<file path="config.mk">
export PLATFORM = sky130hd
export DESIGN_NAME = spi_burst_controller
export DESIGN_NICKNAME = d
export VERILOG_FILES = /design/src/rtl/spi_burst_pkg.sv /design/src/rtl/spi_burst_regfile.sv /design/src/rtl/spi_burst_controller.sv
export SDC_FILE = /design/constraint.sdc
export NUM_CORES = 1
export LEC_CHECK = 0
export CAP_MARGIN = 10
export CORE_AREA = 3 3 139 141
export CTS_CLUSTER_SIZE = 20
export DETAILED_ROUTE_END_ITERATION = 8
export DIE_AREA = 0 0 142 144
export GPL_TIMING_DRIVEN = 0
export PLACE_DENSITY = 0.83
export SLEW_MARGIN = 10
export SYNTH_ARGS = -nofsm -noshare
export SYNTH_HDL_FRONTEND = slang
export SYNTH_SLANG_ARGS = --single-unit
</file>
<file path="constraint.sdc">
create_clock -name sclk -period 5.35 [get_ports sclk]
set_input_delay 1.605 -clock sclk [delete_from_list [all_inputs] [get_ports sclk]]
set_output_delay 1.605 -clock sclk [all_outputs]
set_load 0.05 [all_outputs]
</file>
<file path="src/rtl/spi_burst_pkg.sv">
// Shared constants for the SPI burst controller: opcodes, address areas,
// control-register indices, FSM states and the pointer-advance helper.
package spi_burst_pkg;

  localparam logic [7:0] OP_READ    = 8'h03;
  localparam logic [7:0] OP_WRITE   = 8'h02;
  localparam logic [7:0] OP_ENABLE  = 8'h80;
  localparam logic [7:0] OP_STREAM  = 8'h81;
  localparam logic [7:0] OP_DISABLE = 8'h82;

  localparam logic [1:0] AREA_CTRL   = 2'b00;
  localparam logic [1:0] AREA_CHAR   = 2'b01;
  localparam logic [1:0] AREA_MASK   = 2'b10;
  localparam logic [1:0] AREA_RESULT = 2'b11;

  localparam logic [5:0] CTRL_WORD_SIZE   = 6'd0;
  localparam logic [5:0] CTRL_RESULT_MASK = 6'd1;
  localparam logic [5:0] CTRL_STATUS      = 6'd2;

  typedef enum logic [2:0] {
    IDLE    = 3'd0,
    RD_ADDR = 3'd1,
    RD_DATA = 3'd2,
    WR_ADDR = 3'd3,
    WR_DATA = 3'd4,
    ST_LEN  = 3'd5,
    ST_DATA = 3'd6
  } state_t;

  // Advance the index inside its area; control wraps at 4, lane areas at lanes.
  function automatic logic [7:0] ptr_next(input logic [7:0] ptr, input int unsigned lanes);
    logic [5:0] wrap_mask;
    wrap_mask = (ptr[7:6] == AREA_CTRL) ? 6'd3 : 6'(lanes - 32'd1);
    return {ptr[7:6], (ptr[5:0] + 6'd1) & wrap_mask};
  endfunction

endpackage

</file>
<file path="src/rtl/spi_burst_regfile.sv">
// Character/mask lane storage plus the indexed read mux over the
// character, mask and read-only result lanes.
module spi_burst_regfile
  import spi_burst_pkg::*;
#(
  parameter int NUM_LANES = 8,
  parameter int IDX_W     = $clog2(NUM_LANES)
) (
  input  logic                   sclk,
  input  logic                   rst_n,
  input  logic                   we,
  input  logic [7:0]             wr_addr,
  input  logic [7:0]             wr_data,
  input  logic [7:0]             rd_addr,
  input  logic [8*NUM_LANES-1:0] result_ids,
  output logic [7:0]             rd_data,
  output logic [8*NUM_LANES-1:0] characters,
  output logic [8*NUM_LANES-1:0] masks
);

  logic [7:0]       char_r [NUM_LANES];
  logic [7:0]       mask_r [NUM_LANES];
  logic             wr_in_range_s;
  logic             rd_in_range_s;
  logic [IDX_W-1:0] wr_lane_s;
  logic [IDX_W-1:0] rd_lane_s;

  assign wr_in_range_s = wr_addr[5:0] < 6'(NUM_LANES);
  assign rd_in_range_s = rd_addr[5:0] < 6'(NUM_LANES);
  assign wr_lane_s     = wr_addr[IDX_W-1:0];
  assign rd_lane_s     = rd_addr[IDX_W-1:0];

  // Lane storage; out-of-range indices and the result area never write.
  always_ff @(posedge sclk) begin
    if (!rst_n) begin
      for (int i = 0; i < NUM_LANES; i++) begin
        char_r[i] <= 8'h00;
        mask_r[i] <= 8'h00;
      end
    end else if (we && wr_in_range_s) begin
      if (wr_addr[7:6] == AREA_CHAR) begin
        char_r[wr_lane_s] <= wr_data;
      end else if (wr_addr[7:6] == AREA_MASK) begin
        mask_r[wr_lane_s] <= wr_data;
      end else begin
        char_r[wr_lane_s] <= char_r[wr_lane_s];
      end
    end else begin
      char_r[0] <= char_r[0];
    end
  end

  // Indexed lane read; anything outside the lane range reads as zero.
  always_comb begin
    rd_data = 8'h00;
    if (rd_in_range_s) begin
      case (rd_addr[7:6])
        AREA_CHAR:   rd_data = char_r[rd_lane_s];
        AREA_MASK:   rd_data = mask_r[rd_lane_s];
        AREA_RESULT: rd_data = result_ids[{rd_lane_s, 3'b000} +: 8];
        default:     rd_data = 8'h00;
      endcase
    end else begin
      rd_data = 8'h00;
    end
  end

  for (genvar g = 0; g < NUM_LANES; g++) begin : g_lane_out
    assign characters[8*g +: 8] = char_r[g];
    assign masks[8*g +: 8]      = mask_r[g];
  end

endmodule

</file>
<file path="src/rtl/spi_burst_controller.sv">
// Byte-wide SPI-style command decoder: burst register read/write over
// control and lane areas, plus a length-prefixed AXI-Stream byte emitter.
module spi_burst_controller
  import spi_burst_pkg::*;
#(
  parameter int NUM_LANES = 8,
  parameter int IDX_W     = $clog2(NUM_LANES)
) (
  input  logic                   sclk,
  input  logic                   rst_n,
  input  logic                   cs,
  input  logic [7:0]             mosi,
  output logic [7:0]             miso,
  output logic [7:0]             word_size,
  output logic [7:0]             result_mask,
  output logic [8*NUM_LANES-1:0] characters,
  output logic [8*NUM_LANES-1:0] masks,
  input  logic [8*NUM_LANES-1:0] result_ids,
  output logic                   aclk,
  output logic                   aresetn,
  output logic                   m_axis_tvalid,
  output logic [7:0]             m_axis_tdata,
  output logic                   m_axis_tuser,
  output logic                   m_axis_tlast,
  input  logic                   m_axis_tready
);

  state_t     state_r, state_s;
  logic [7:0] ptr_r, cnt_r, miso_r, word_size_r, result_mask_r, tdata_r;
  logic       aresetn_r, overflow_r, tvalid_r, tuser_r, tlast_r;
  logic [7:0] ptr_nxt_s, rd_addr_s, lane_rd_s, rd_data_s;
  logic       wr_en_s, clear_ovf_s;

  assign ptr_nxt_s   = ptr_next(ptr_r, NUM_LANES);
  assign rd_addr_s   = (state_r == RD_ADDR) ? mosi : ptr_nxt_s;
  assign wr_en_s     = !cs && (state_r == WR_DATA);
  assign clear_ovf_s = wr_en_s && (ptr_r == {AREA_CTRL, CTRL_STATUS}) && mosi[0];

  spi_burst_regfile #(
    .NUM_LANES(NUM_LANES),
    .IDX_W    (IDX_W)
  ) u_regfile (
    .sclk      (sclk),
    .rst_n     (rst_n),
    .we        (wr_en_s),
    .wr_addr   (ptr_r),
    .wr_data   (mosi),
    .rd_addr   (rd_addr_s),
    .result_ids(result_ids),
    .rd_data   (lane_rd_s),
    .characters(characters),
    .masks     (masks)
  );

  // Read mux: control area lives here, lane areas come from the regfile.
  always_comb begin
    rd_data_s = 8'h00;
    if (rd_addr_s[7:6] == AREA_CTRL) begin
      case (rd_addr_s[5:0])
        CTRL_WORD_SIZE:   rd_data_s = word_size_r;
        CTRL_RESULT_MASK: rd_data_s = result_mask_r;
        CTRL_STATUS:      rd_data_s = {6'b000000, aresetn_r, overflow_r};
        default:          rd_data_s = 8'h00;
      endcase
    end else begin
      rd_data_s = lane_rd_s;
    end
  end

  // FSM state register.
  always_ff @(posedge sclk) begin
    if (!rst_n) begin
      state_r <= IDLE;
    end else begin
      state_r <= state_s;
    end
  end

  // FSM next state; deselect always returns to IDLE.
  always_comb begin
    state_s = state_r;
    if (cs) begin
      state_s = IDLE;
    end else begin
      case (state_r)
        IDLE: begin
          case (mosi)
            OP_READ:   state_s = RD_ADDR;
            OP_WRITE:  state_s = WR_ADDR;
            OP_STREAM: state_s = ST_LEN;
            default:   state_s = IDLE;
          endcase
        end
        RD_ADDR: state_s = RD_DATA;
        RD_DATA: state_s = RD_DATA;
        WR_ADDR: state_s = WR_DATA;
        WR_DATA: state_s = WR_DATA;
        ST_LEN:  state_s = (mosi == 8'h00) ? IDLE : ST_DATA;
        ST_DATA: state_s = (cnt_r == 8'd1) ? IDLE : ST_DATA;
        default: state_s = IDLE;
      endcase
    end
  end

  // Datapath: pointer/count, control registers, read data and stream beats.
  always_ff @(posedge sclk) begin
    if (!rst_n) begin
      ptr_r         <= 8'h00;
      cnt_r         <= 8'h00;
      miso_r        <= 8'h00;
      word_size_r   <= 8'h00;
      result_mask_r <= 8'h00;
      aresetn_r     <= 1'b0;
      overflow_r    <= 1'b0;
      tvalid_r      <= 1'b0;
      tdata_r       <= 8'h00;
      tuser_r       <= 1'b0;
      tlast_r       <= 1'b0;
    end else begin
      tvalid_r <= 1'b0;
      tlast_r  <= 1'b0;
      // Set takes precedence over a same-cycle clear.
      if (tvalid_r && !m_axis_tready) begin
        overflow_r <= 1'b1;
      end else if (clear_ovf_s) begin
        overflow_r <= 1'b0;
      end else begin
        overflow_r <= overflow_r;
      end
      if (cs) begin
        ptr_r <= 8'h00;
        cnt_r <= 8'h00;
      end else begin
        case (state_r)
          IDLE: begin
            if (mosi == OP_ENABLE) begin
              aresetn_r <= 1'b1;
            end else if (mosi == OP_DISABLE) begin
              aresetn_r <= 1'b0;
            end else begin
              aresetn_r <= aresetn_r;
            end
          end
          RD_ADDR: begin
            ptr_r  <= mosi;
            miso_r <= rd_data_s;
          end
          RD_DATA: begin
            ptr_r  <= rd_addr_s;
            miso_r <= rd_data_s;
          end
          WR_ADDR: ptr_r <= mosi;
          WR_DATA: begin
            ptr_r <= ptr_nxt_s;
            if (ptr_r == {AREA_CTRL, CTRL_WORD_SIZE}) begin
              word_size_r <= mosi;
            end else if (ptr_r == {AREA_CTRL, CTRL_RESULT_MASK}) begin
              result_mask_r <= mosi;
            end else begin
              word_size_r <= word_size_r;
            end
          end
          ST_LEN: cnt_r <= mosi;
          ST_DATA: begin
            tdata_r  <= mosi;
            tvalid_r <= 1'b1;
            tuser_r  <= (mosi == 8'h00);
            tlast_r  <= (cnt_r == 8'd1);
            cnt_r    <= cnt_r - 8'd1;
          end
          default: ptr_r <= 8'h00;
        endcase
      end
    end
  end

  assign aclk          = sclk;
  assign miso          = miso_r;
  assign word_size     = word_size_r;
  assign result_mask   = result_mask_r;
  assign aresetn       = aresetn_r;
  assign m_axis_tvalid = tvalid_r;
  assign m_axis_tdata  = tdata_r;
  assign m_axis_tuser  = tuser_r;
  assign m_axis_tlast  = tlast_r;

endmodule

</file>
==> metrics.md <==
| Metric | Value |
|---|---|
| Status | complete, no violations |
| DIE WIDTH | 142 um |
| Cells on worst reg2reg path | 10 |
| CTS tree | done |
| Count of cell types in the netlist | 60 |
| Fin util | approximately 73% |
| # port buffers | 239 |
| Max-cap check violation count | 0 |
| Total Routing Usage GR | 34.25% |
| Router iterations before antenna repair | 6 |
| Vias | 9,070 |
| First-pass GRT wire length | 51,810 um |
| Placement Setup Slack | roughly 280 ps |
| DRT iter0 DRCs | 1,248 |
| # fillers | 1,293 |
| Async SR Flop Fraction | 0% |
| Final Max Tran Viols | 0 |
| Yosys Warn Count | 0 |
| Cell Chain, Critical Path | clkbuf_16 -> clkbuf_16 -> buf_4 -> dlygate4sd2_1 |
| Finished Layout Cells | 1,451 |
| Antenna cells | 0 |
| DP Area | 0.01246 mm2 |
| Most common flop cell mapped by yosys | edfxtp_1 |
| Worst-skew pair later-pin latency | between 500 and 600 ps |
| RSZ-0062 raised after global routing | no |
| Post-DP HPWL | 26,220 um |
| CP Data Required Time | around 3700 ps |
| VDD IR max | 0.2383 mV |
| Final setup TNS | 0 ps |
| Power Dens Cells | 264.3 mW/mm2 |
| Rows | 49 |
| Die Y | ~140 um |
| Crit end category | primary output |
| CP startpoint kind | clock port |
| Routed WL | roughly 35,000 um |
| Worst-Margin Slew | 1183 ps |
| Dpl cells | 1,415 |
| Slowest cell delay on critical path | 430 ps |
| Setup-failing EPs final | 0 |
| Hold Path Origin | m_axis_tdata[2]$_SDFFE_PN0P_ |
| Share of cells above drive strength 1 | 5.974% |
| Final Hold Viols | 0 |
| Hold path depth | 2 |
| Syn Inst Count | 946 |
| Post-DR wirelength/cell | 24.47 um |
| Synth Register Bits | approximately 180 |
| Largest net degree at the start of global routing | 17 |
| Area Overhead vs Synth | 34.66% |
| Layout net count | 1,291 |
| Clock Pin Slew Worst Setup and Hold Paths | 60 ps |
| Skew final | approximately 10 ps |
| PnR worst setup slack | 267.9 ps |
| Reg2reg end | miso[2]$_SDFFE_PN0P_ |
| Crit Path Class | clk2out |
| Gpl congestion | 0.9862 |
| Reg2Reg Launch Point | ptr_r[1]$_SDFFE_PP0N_ |
| Post-DR vias/cell | between 6 and 7 |
| Core area | 0.01809 mm2 |
| Crit path DAT | between 3000 and 4000 ps |
| Antenna violations before repair | 0 |
| Mapped Area | around 0.01 mm2 |
| Worst hold-check path type | reg2reg |
| Post-route cell area | 0.01317 mm2 |
| Worst Hold End | m_axis_tdata[2]$_SDFFE_PN0P_ |
| Flop-to-flop setup slack | 1800 ps |
| CP max-delay cell | dlygate4sd2_1 |
| Pleak | around 5 nW |
| DIE AREA | 0.02045 mm2 |
| Register area share after synthesis | 50.77% |
| DR DRC count | 0 |
| Grt total ovfl | 0 |
| Fin Hold WS | 467.5 ps |
| Hold_buf cts | 0 |
| Ports | 241 |
| Tot Pwr | 3.480 mW |
| CP max FO | 2 |
| Vias in the first global route | a little under 9,000 |
| Starting Density | 54.06% |
| Avg Cell Area, Syn | 10.34 um2 |
| Final ANT Viol Nets | 0 |
| Synth Net Count | just over 1,000 |
| Crit path top cell by count | clkbuf_16 |
| Relative slew margins | 20.29% |
| Post-synth EDFFs | 128 |
-- power breakdown --
| part | leakage (nW) | total, mW | switching, mW | internal (mW) |
|---|---|---|---|---|
| logic | 3.03 | 0.381 | 0.245 | 0.136 |
| registers | 1.77 | 1.58 | 0.0280 | 1.55 |
| clock network | 0.348 | 1.52 | 0.622 | 0.898 |
-- sequential cells by signal (all words and copies together) (netlist names), 3 cells and up --
signal / cells
ptr_r: 8
u_regfile.mask_r: 64
state_r: 3
word_size: 8
cnt_r: 8
result_mask: 8
miso: 8
m_axis_tdata: 8
u_regfile.char_r: 64
-- worst max path at each step --
stage,start,to,depth (start not counted),slack (ps)
3_5_place_dp,sclk,aclk,2,280
6_report,sclk,aclk,4,270
5_1_grt,sclk,aclk,4,260
3_3_place_gp,sclk,aclk,2,280
2_1_floorplan,sclk,aclk,1,900
4_1_cts,sclk,aclk,4,260
-- Yosys cell counts (4+ instances only) --
cell type	instances	area share (%)
a211oi_1	24	1.8
a21boi_0	17	1.3
a21oi_1	19	0.97
a221oi_1	11	0.99
a22oi_1	5	0.38
a311oi_1	5	0.45
a31oi_1	9	0.58
a32oi_1	11	0.99
and2_1	131	8.4
buf_1	4	0.15
buf_2	13	0.67
buf_4	7	0.54
buf_6	5	0.58
clkbuf_1	42	1.6
dfxtp_1	56	11
edfxtp_1	128	39
ha_1	6	0.77
inv_1	21	0.81
mux2i_1	87	8.9
mux4_2	4	0.92
nand2_1	116	4.5
nand2b_1	9	0.58
nand3_1	50	2.6
nor2_1	42	1.6
nor2b_1	19	1.2
nor3_1	10	0.51
nor4_1	6	0.38
nor4b_1	4	0.36
o21ai_0	31	1.6
o21ai_1	4	0.20
o22ai_1	4	0.26
-- metal layers --
layer	routed length [um]	track usage (%)	vias to the layer above
met3	4383	8.995	116
met5	0	0	-
met1	13190	43.60	4280
li1	-	-	3947
met4	1461	14.90	0
met2	16470	55.53	727
-- logic make-up (layout without fill, tap and decap cells) --
logic type / Yosys count / in the layout / synth area share, %
muxes: 94 / 94 / 10.48
buffers and inverters: 92 / 368 / 4.351
DFF: 184 / 184 / 50.77
AOI/OAI and AO/OA: 165 / 165 / 11.98
xor gates and xnor gates: 5 / 5 / 0.4479
adders and majority gates: 6 / 6 / 0.7677
and+or+nand+nor: 400 / 400 / 21.20
-- cell type report --
class                   instances  area, um2  area share [%]
inverters                      21      78.83          0.5986
clock inverters                14      195.2           1.482
clock buffers                  22      513.0           3.896
flip-flops and latches        184       4965           37.70
multi-input cells             670       4388           33.32
plain buffers                  71      346.6           2.632
repair buffers                240       2395           18.19
well taps                     229      286.5           2.176
-- repair_timing --
action	CTS	global route
setup buffers	0	0
setup endpoints to repair	1	0
resized for setup	1	0
-- cell usage in the layout (no fill, tap or decap), drive strengths merged, types with 3 or more instances in the layout --
master / instances
a2111oi: 4
a211oi: 24
a21boi: 17
a21oi: 21
a221oi: 11
a22oi: 5
a2bb2oi: 3
a311oi: 5
a31oi: 9
a32oi: 11
and2: 131
and3: 3
buf: 31
bufinv: 4
clkbuf: 63
clkdlybuf4s50: 238
clkinv: 4
dfxtp: 56
edfxtp: 128
ha: 6
inv: 25
mux2i: 88
mux4: 5
nand2: 116
nand2b: 9
nand3: 50
nand3b: 3
nor2: 42
nor2b: 19
nor3: 10
nor4: 6
nor4b: 5
o21ai: 35
o22a: 3
o22ai: 4
or4: 3
xor2: 3
-- critical path, delay by kind of cell --
kind,cells,cell delay [ps]
buffers and inverters,4,800
Note: power is estimated with default switching activity, not from simulation.
